$ cat src/rtl/mem_arb_pkg.sv
// ============================================================================
// Module      : mem_arb_pkg
// Description : Shared types and constants for the N-port memory arbiter.
// Revision    : 1.0 - initial release
// ============================================================================
`default_nettype none

package mem_arb_pkg;

    typedef enum logic [0:0] {
        IDLE = 1'b0,
        BUSY = 1'b1
    } state_e;

    localparam logic MODE_RR    = 1'b0;
    localparam logic MODE_FIXED = 1'b1;

endpackage

`default_nettype wire

$ cat src/rtl/mem_arb_rr_pick.sv
// ============================================================================
// Module      : rr_pick
// Description : Combinational winner search, rotating from start or from 0.
// Revision    : 1.0 - initial release
// ============================================================================
`default_nettype none

module rr_pick
    import mem_arb_pkg::*;
#(
    parameter int N  = 4,
    parameter int IW = $clog2(N)
) (
    input  logic [N-1:0]  req,
    input  logic [IW-1:0] start,
    input  logic          mode,
    output logic          found,
    output logic [IW-1:0] idx
);

    logic [IW-1:0]  w_base;
    logic [2*N-1:0] w_dbl;
    int             w_pos;

    // Rotate a doubled copy so bit k is the port k steps after the base.
    always_comb begin
        w_base = (mode == MODE_FIXED) ? '0 : start;
        w_dbl  = {req, req} >> w_base;
        found  = 1'b0;
        idx    = '0;
        w_pos  = 0;
        for (int k = N - 1; k >= 0; k--) begin
            if (w_dbl[k]) begin
                found = 1'b1;
                w_pos = int'(w_base) + k;
                if (w_pos >= N) begin
                    w_pos = w_pos - N;
                end
                idx = IW'(w_pos);
            end
        end
    end

endmodule

`default_nettype wire

$ cat src/rtl/mem_arb_rr.sv
// ============================================================================
// Module      : mem_arb_rr
// Description : N-port round-robin / fixed-priority memory arbiter with
//               locked bursts, optional timeout and abandon handling.
// Revision    : 1.0 - initial release
// ============================================================================
`default_nettype none

module mem_arb_rr
    import mem_arb_pkg::*;
#(
    parameter int N       = 4,
    parameter int AW      = 64,
    parameter int DW      = 64,
    parameter int MODE    = 0,
    parameter int TIMEOUT = 0
) (
    input  logic            clk,
    input  logic            reset,
    input  logic [N-1:0]    req_a,
    input  logic [N-1:0]    wr_a,
    input  logic [N-1:0]    lock_a,
    input  logic [N*AW-1:0] addr_a,
    input  logic [N*DW-1:0] dout_a,
    output logic [N*DW-1:0] din_a,
    output logic [N-1:0]    rdy_a,
    output logic [N-1:0]    err_a,
    output logic [AW-1:0]   addr_m,
    output logic [DW-1:0]   dout_m,
    input  logic [DW-1:0]   din_m,
    output logic            req_m,
    output logic            wr_m,
    input  logic            rdy_m,
    output logic [N-1:0]    grant,
    output logic            busy
);

    localparam int IW = $clog2(N);
    localparam int TW = (TIMEOUT > 0) ? $clog2(TIMEOUT + 1) : 1;

    state_e        state_q, state_d;
    logic [IW-1:0] cur_q, cur_d;
    logic [IW-1:0] last_q, last_d;
    logic [TW-1:0] tcnt_q, tcnt_d;

    logic [AW-1:0] w_addr [N];
    logic [DW-1:0] w_dout [N];
    logic          w_busy, w_alive, w_beat, w_tout, w_found, w_mode;
    logic [IW-1:0] w_start, w_idx;

    assign w_busy  = (state_q == BUSY);
    assign w_alive = w_busy && req_a[cur_q];
    assign w_beat  = w_alive && rdy_m;
    // A completing beat or an abandon in the last allowed cycle beats the timeout.
    assign w_tout  = (TIMEOUT > 0) && w_alive && !rdy_m && (tcnt_q == TW'(TIMEOUT - 1));
    assign w_mode  = (MODE != 0) ? MODE_FIXED : MODE_RR;
    assign w_start = (last_q == IW'(N - 1)) ? '0 : last_q + IW'(1);

    generate
        for (genvar i = 0; i < N; i++) begin : g_port
            assign w_addr[i]             = addr_a[AW*i +: AW];
            assign w_dout[i]             = dout_a[DW*i +: DW];
            assign grant[i]              = w_busy && (cur_q == IW'(i));
            assign rdy_a[i]              = w_beat && grant[i];
            assign err_a[i]              = w_tout && grant[i];
            assign din_a[DW*i +: DW]     = rdy_a[i] ? din_m : '0;
        end
    endgenerate

    assign busy   = w_busy;
    assign req_m  = w_alive && !w_tout;
    assign wr_m   = w_busy && wr_a[cur_q];
    assign addr_m = w_busy ? w_addr[cur_q] : '0;
    assign dout_m = w_busy ? w_dout[cur_q] : '0;

    rr_pick #(
        .N (N)
    ) u_pick (
        .req   (req_a),
        .start (w_start),
        .mode  (w_mode),
        .found (w_found),
        .idx   (w_idx)
    );

    always_comb begin
        state_d = state_q;
        cur_d   = cur_q;
        last_d  = last_q;
        tcnt_d  = tcnt_q;
        case (state_q)
            IDLE: begin
                if (w_found) begin
                    state_d = BUSY;
                    cur_d   = w_idx;
                    tcnt_d  = '0;
                end
            end
            BUSY: begin
                if (!req_a[cur_q]) begin
                    state_d = IDLE;
                    last_d  = cur_q;
                end else if (rdy_m) begin
                    if (lock_a[cur_q]) begin
                        tcnt_d = '0;
                    end else begin
                        state_d = IDLE;
                        last_d  = cur_q;
                    end
                end else if (w_tout) begin
                    state_d = IDLE;
                    last_d  = cur_q;
                end else if (TIMEOUT > 0) begin
                    tcnt_d = tcnt_q + TW'(1);
                end
            end
            default: state_d = IDLE;
        endcase
    end

    always_ff @(posedge clk) begin
        if (reset) begin
            state_q <= IDLE;
            cur_q   <= '0;
            last_q  <= IW'(N - 1);
            tcnt_q  <= '0;
        end else begin
            state_q <= state_d;
            cur_q   <= cur_d;
            last_q  <= last_d;
            tcnt_q  <= tcnt_d;
        end
    end

endmodule

`default_nettype wire

$ cat config.mk
export PLATFORM = sky130hd
export DESIGN_NAME = mem_arb_rr
export DESIGN_NICKNAME = d
export VERILOG_FILES = /design/src/rtl/mem_arb_pkg.sv /design/src/rtl/mem_arb_rr_pick.sv /design/src/rtl/mem_arb_rr.sv
export SDC_FILE = /design/constraint.sdc
export NUM_CORES = 1
export LEC_CHECK = 0
export CAP_MARGIN = 20
export CORE_AREA = 3 3 385 387
export CTS_CLUSTER_DIAMETER = 60
export CTS_CLUSTER_SIZE = 24
export DETAILED_ROUTE_END_ITERATION = 7
export DIE_AREA = 0 0 388 390
export SLEW_MARGIN = 25
export SYNTH_ARGS = -nofsm -noshare
export SYNTH_HDL_FRONTEND = slang
export SYNTH_HIERARCHICAL = 1
export SYNTH_SLANG_ARGS = --single-unit
$ cat constraint.sdc
create_clock -name clk -period 4 [get_ports clk]
set_input_delay 0.4 -clock clk [delete_from_list [all_inputs] [get_ports clk]]
set_output_delay 0.4 -clock clk [all_outputs]
set_load 0.005 [all_outputs]
* After elaboration in Yosys (flattened, before gate mapping)
Index checks and enable logic that the tools add are counted.
Word-level totals: bits in registers 5, input bits 591, output and inout bits 399, word-level logic and storage cells 79
Operators by class: add/subtract/negate cells 8, $lt $le $gt $ge 6, equal/unequal tests 6, shift-type cells 1, mux-type cells 39, bitwise logic cells 2, reductions and logical operators 14
Operators with widths (number):
- $mux 64 | 10
- $bmux 64 s2 | 2
- $mux 2 | 12
- $ge 3x3->1 const B | 4
- $logic_and 1x1->1 | 11
- $mux 1 | 11
- $shr 8x2->4 | 1
- $sub 2x1->2 const B | 4
- $add 2x2->3 const B | 2
- $bmux 1 s2 | 3
- $eq 2x2->1 const B | 3
- $ne 2x2->1 const B | 2
- $add 2x1->3 const B | 1
- $ge 2x3->1 const B | 1
- $lt 2x3->1 const B | 1
- $not 2->3 | 1
- $reduce_and 3->1 | 1
- $add 2x1->2 const B | 1
- $eq 2x1->1 const B | 1
- $logic_not 2->1 | 1
- $pmux 1 s2 | 1
- $reduce_and 2->1 | 1
- $not 1->1 | 1

* Depth between registers and ports, before layout
word-level depth 9, mapped depth 7, depth with buffers taken out 7

* Cells and area by module
The synthesis kept the hierarchy.
By module, submodules not included:
- mem_arb_rr | times used 1, cells an instance 634, area each 6058.3 um^2, seq. area each 100.1 um^2
- rr_pick | times used 1, cells an instance 16, area each 92.6 um^2, seq. area each 0.0 um^2

* Worst setup path after synthesis
No wires, ideal clock.
path kind reg-to-output, start point register cur_q[0], end point output addr_m[60], arrival 1.480 ns, data required time 3.600 ns, setup slack 2.120 ns, cell stages (with the launch flop) 6, path buffers 3, cells stage by stage dfxtp_1 buf_4 buf_6 buf_6 mux4_2 and2_1
Between the ends: word-level cells in the longest chain between the ends 5
Ends and longest elaborated chain:
- from (decl) | RTL line mem_arb_rr.sv:42 | logic [IW-1:0] cur_q, cur_d;
- from (signal assigned) | RTL line mem_arb_rr.sv:129 | cur_q <= cur_d;
- $not 2->3 (implied by the code) | RTL line mem_arb_rr.sv:73 | assign addr_m = w_busy ? w_addr[cur_q] : '0;
- $bmux 64 s2 | RTL line mem_arb_rr.sv:73
- $mux 64 (implied by the code) (2 in series) | RTL line mem_arb_rr.sv:73
- $mux 64 | RTL line mem_arb_rr.sv:73
- to (decl) | RTL line mem_arb_rr.sv:28 | output logic [AW-1:0] addr_m,
Every way passes these cells. The select of a mux whose other input is x is not followed.

* Worst setup path after layout
start point register cur_q[0], end point output addr_m[23]
Same word-level chain as after synthesis.

==> out/results.tsv <==
stage	metric	value	unit
run_status	outcome	finished clean	
power	p_seq_frac	0.048	
route	wl_met2	45000	um
power	powerDensity	120	nW/um^2
timing	fin_crit_sh	0.823	
floorplanning	start_util	0.0424	
place	gp_congestion	1.01	
power	p_leak	0.00587	uW
clock_tree	cts_htree_levels	1	
timing	setup_viol	0	
timing	maxSlewHeadroom	0.540	
clock_tree	post-cts-setup-buffers	0	
critical_path	path_buf_inv	2	
route	via_per_inst	2.87	
global_routing	grt_first_pass_wirelength	114000	um
critical_path	crit_required	3.60	ns
global_routing	antenna_found_initial	75	
timing	setup_slack	0.709	ns
floorplanning	die_area	151000	um^2
critical_path	cp_top_family	buffers and inverters	
critical_path	worst_path_largest_cell_delay	0.74	ns
place	place_ws	0.939	ns
route	met1Wirelength	37700	um
critical_path	r2r-start	cur_q[1]	
timing	fin_crit	3.29	ns
synth	syn_avg_cell_area	9.46	um^2
power	p_int	1340	uW
power	clockPowerShare	0.074	
floorplanning	row_count	140	
timing	worst_slew_pin_slew	0.690	ns
critical_path	worstPathCellList	buf_4 -> mux4_2 -> and2_1 -> clkdlybuf4s50_1	
clock_tree	cts_tree	built	
floorplanning	coreArea	145000	um^2
power	p_sw	860	uW
place	portBuffers	985	
synth	synth.yosys.seq_area_share	0.0163	
clock_tree	clkTransAtPathRegs	0.03	ns
critical_path	worstSetupPathType	reg -> out	
floorplanning	fp.dieW	388	um
clock_tree	clockRootBuffer	clkbuf_16	
timing	finalHoldViolCount	0	
critical_path	path_max_fanout	29	
route	routed_wl	92600	um
critical_path	ff2ff_setup_slack	1.66	ns
timing	drv_slew	0	
clock_tree	cts_buffer_depth	2	
synth	ys_top_cells_by_area	mux4_2 (48%), and2_1 (39%), clkbuf_1 (2.6%)	
clock_tree	clock_latency	0.23	ns
synth	ys_ff_latch	5	
hold_path	hold_class	reg -> reg	
synth	yosys.area.top_type_share	0.476	
timing	fin_tns_setup	0	ns
critical_path	endpoint_kind	primary output	
hold_path	hold_start	last_q[1]	
route	wl_per_cell	26.3	um
clock_tree	cts_resized	0	
synth	synth_top_area_cell	mux4_2	
place	dp_hpwl	83800	um
critical_path	startpoint	cur_q[0]	
critical_path	arrival	2.89	ns
clock_tree	ctsHoldBuffers	0	
floorplanning	ios	990	
synth	ys_warn_count	6	
cells_and_area	syn_to_final_growth	200	%
global_routing	track_usage	0.114	
synth	synthCells	650	
cells_and_area	fin_cells	3524	
run	max-cap-violations	0	
place	dpl.cell_count	3504	
global_routing	grt_pass1_vias	10500	
cells_and_area	num-fill-cells	16400	
route	drt_first_iter_violations	681	
critical_path	slowest_stage	dfxtp_4	
route	met3WireLength	7410	um
clock_tree	cts_buffers	3	
power	max-vdd-ir-drop	0.126	mV
route	ant_nets	0	
floorplanning	die_h	390	um
power	pwr-share-comb	0.878	
synth	synth_cell_type_count	33	
timing	rsz0062_at_grt	false	
power	p_sw_frac	0.390	
cells_and_area	final_nets	2184	
timing	fin_skew	0.000644	ns
cells_and_area	drive_gt1_frac	0.106	
global_routing	grt_max_degree	66	
route	first_pass_iters	5	
timing	fmax	304	MHz
route	highest_layer	met5	
route	num_vias	10100	
route	drc	0	
cells_and_area	postLayoutCoreUtil	0.127	
global_routing	gr-total-overflow	0	
synth	syn_area	6150	um^2
clock_tree	clock-sinks	5	
critical_path	cp-start-kind	register	
[power groups by stage]
stage | combinational [uW] | clock (uW) | sequential [uW]
2_1_floorplan | 617 | 0 | 59.8
3_3_place_gp | 1950 | 0 | 110
3_5_place_dp | 1940 | 0 | 111
4_1_cts | 1970 | 165 | 110
5_1_grt | 2020 | 173 | 113
6_report | 1930 | 163 | 105
[per-layer routing]
| metal | vias to the layer above | global-route usage |
|---|---|---|
| li1 | 4202 | - |
| met1 | 5015 | 0.143 |
| met2 | 763 | 0.198 |
| met3 | 132 | 0.0306 |
| met4 | 14 | 0.0212 |
| met5 | - | 0 |
[kinds of logic (layout without fill, tap and decap cells)]
logic type | after synthesis | after routing | synth area share
other | 1 | 24 | 0.000610
DFF | 5 | 5 | 0.0163
adders and majority gates | 1 | 1 | 0.00203
muxes | 136 | 136 | 0.486
buffers and inverters | 79 | 1013 | 0.0659
AOI/OAI and AO/OA | 10 | 10 | 0.0122
and+or+nand+nor | 418 | 418 | 0.417
[synthesized netlist by cell type (all sizes together)]
| cell type | number |
|---|---|
| and2 | 387 |
| mux4 | 130 |
| clkbuf | 45 |
| buf | 32 |
| nor2 | 15 |
| nand2 | 6 |
| dfxtp | 5 |
| mux2i | 4 |
| a21oi | 2 |
| and3 | 2 |
| inv | 2 |
| mux2 | 2 |
| nand2b | 2 |
| nor2b | 2 |
| a21boi | 1 |
| a21o | 1 |
| a311oi | 1 |
| and4 | 1 |
| conb | 1 |
| ha | 1 |
| nand3 | 1 |
| nand3b | 1 |
| nor3 | 1 |
| o21a | 1 |
| o21ai | 1 |
| o21ba | 1 |
| o221ai | 1 |
| o22a | 1 |
[layout by cell type (no fill, tap or decap), types with 2 or more instances in the layout]
| cell | n |
|---|---|
| dfxtp_4 | 3 |
| a21oi_1 | 2 |
| nand2b_1 | 2 |
| nor2_1 | 13 |
| nand2_1 | 6 |
| mux2i_1 | 4 |
| mux2_2 | 2 |
| conb_1 | 8 |
| clkdlybuf4s50_1 | 984 |
| nor2_4 | 2 |
| clkbuf_16 | 3 |
| nor2b_1 | 2 |
| dfxtp_1 | 2 |
| buf_4 | 16 |
| mux4_2 | 130 |
| buf_12 | 7 |
| diode_2 | 16 |
| and2_1 | 387 |
[cell type report]
type	instances	area (um^2)	area share
timing repair buffer	1007	10100	0.548
multi-input combinational	573	5690	0.309
tap	1917	2400	0.130
sequential	5	111	0.00604
clock buffer	4	78.8	0.00428
antenna	16	40.0	0.00217
inverter	2	7.51	0.000407
[metrics by stage]
| stage | total power, uW | cell area [um^2] | hold slack (ns) |
|---|---|---|---|
| 2_1_floorplan | 677 | 6180 | 0.472 |
| 3_3_place_gp | 2060 | 18300 | 0.517 |
| 3_5_place_dp | 2050 | 18300 | 0.540 |
| 4_1_cts | 2240 | 18400 | 0.544 |
| 5_1_grt | 2310 | 18400 | 0.598 |
| 6_report | 2200 | 18400 | 0.544 |
[registers in the layout, indices dropped and copies added (netlist names)]
register	count
busy	1
cur_q	2
last_q	2
[path summary, 6_finish.rpt]
kind                                   end  cells after the start
worst max register to register   last_q[0]                      5
worst max-delay path            addr_m[23]                      4
worst min register to register   last_q[1]                      2
worst min-delay path             last_q[1]                      2
[worst register-to-register path: stages, from the launching register on]
cell and delay (ns):
dfxtp_4 0.62, buf_12 0.44, mux2_2 0.58, o221ai_1 0.26
nand2_1 0.14, mux2i_1 0.17
Power figures use the tool's default switching activity.
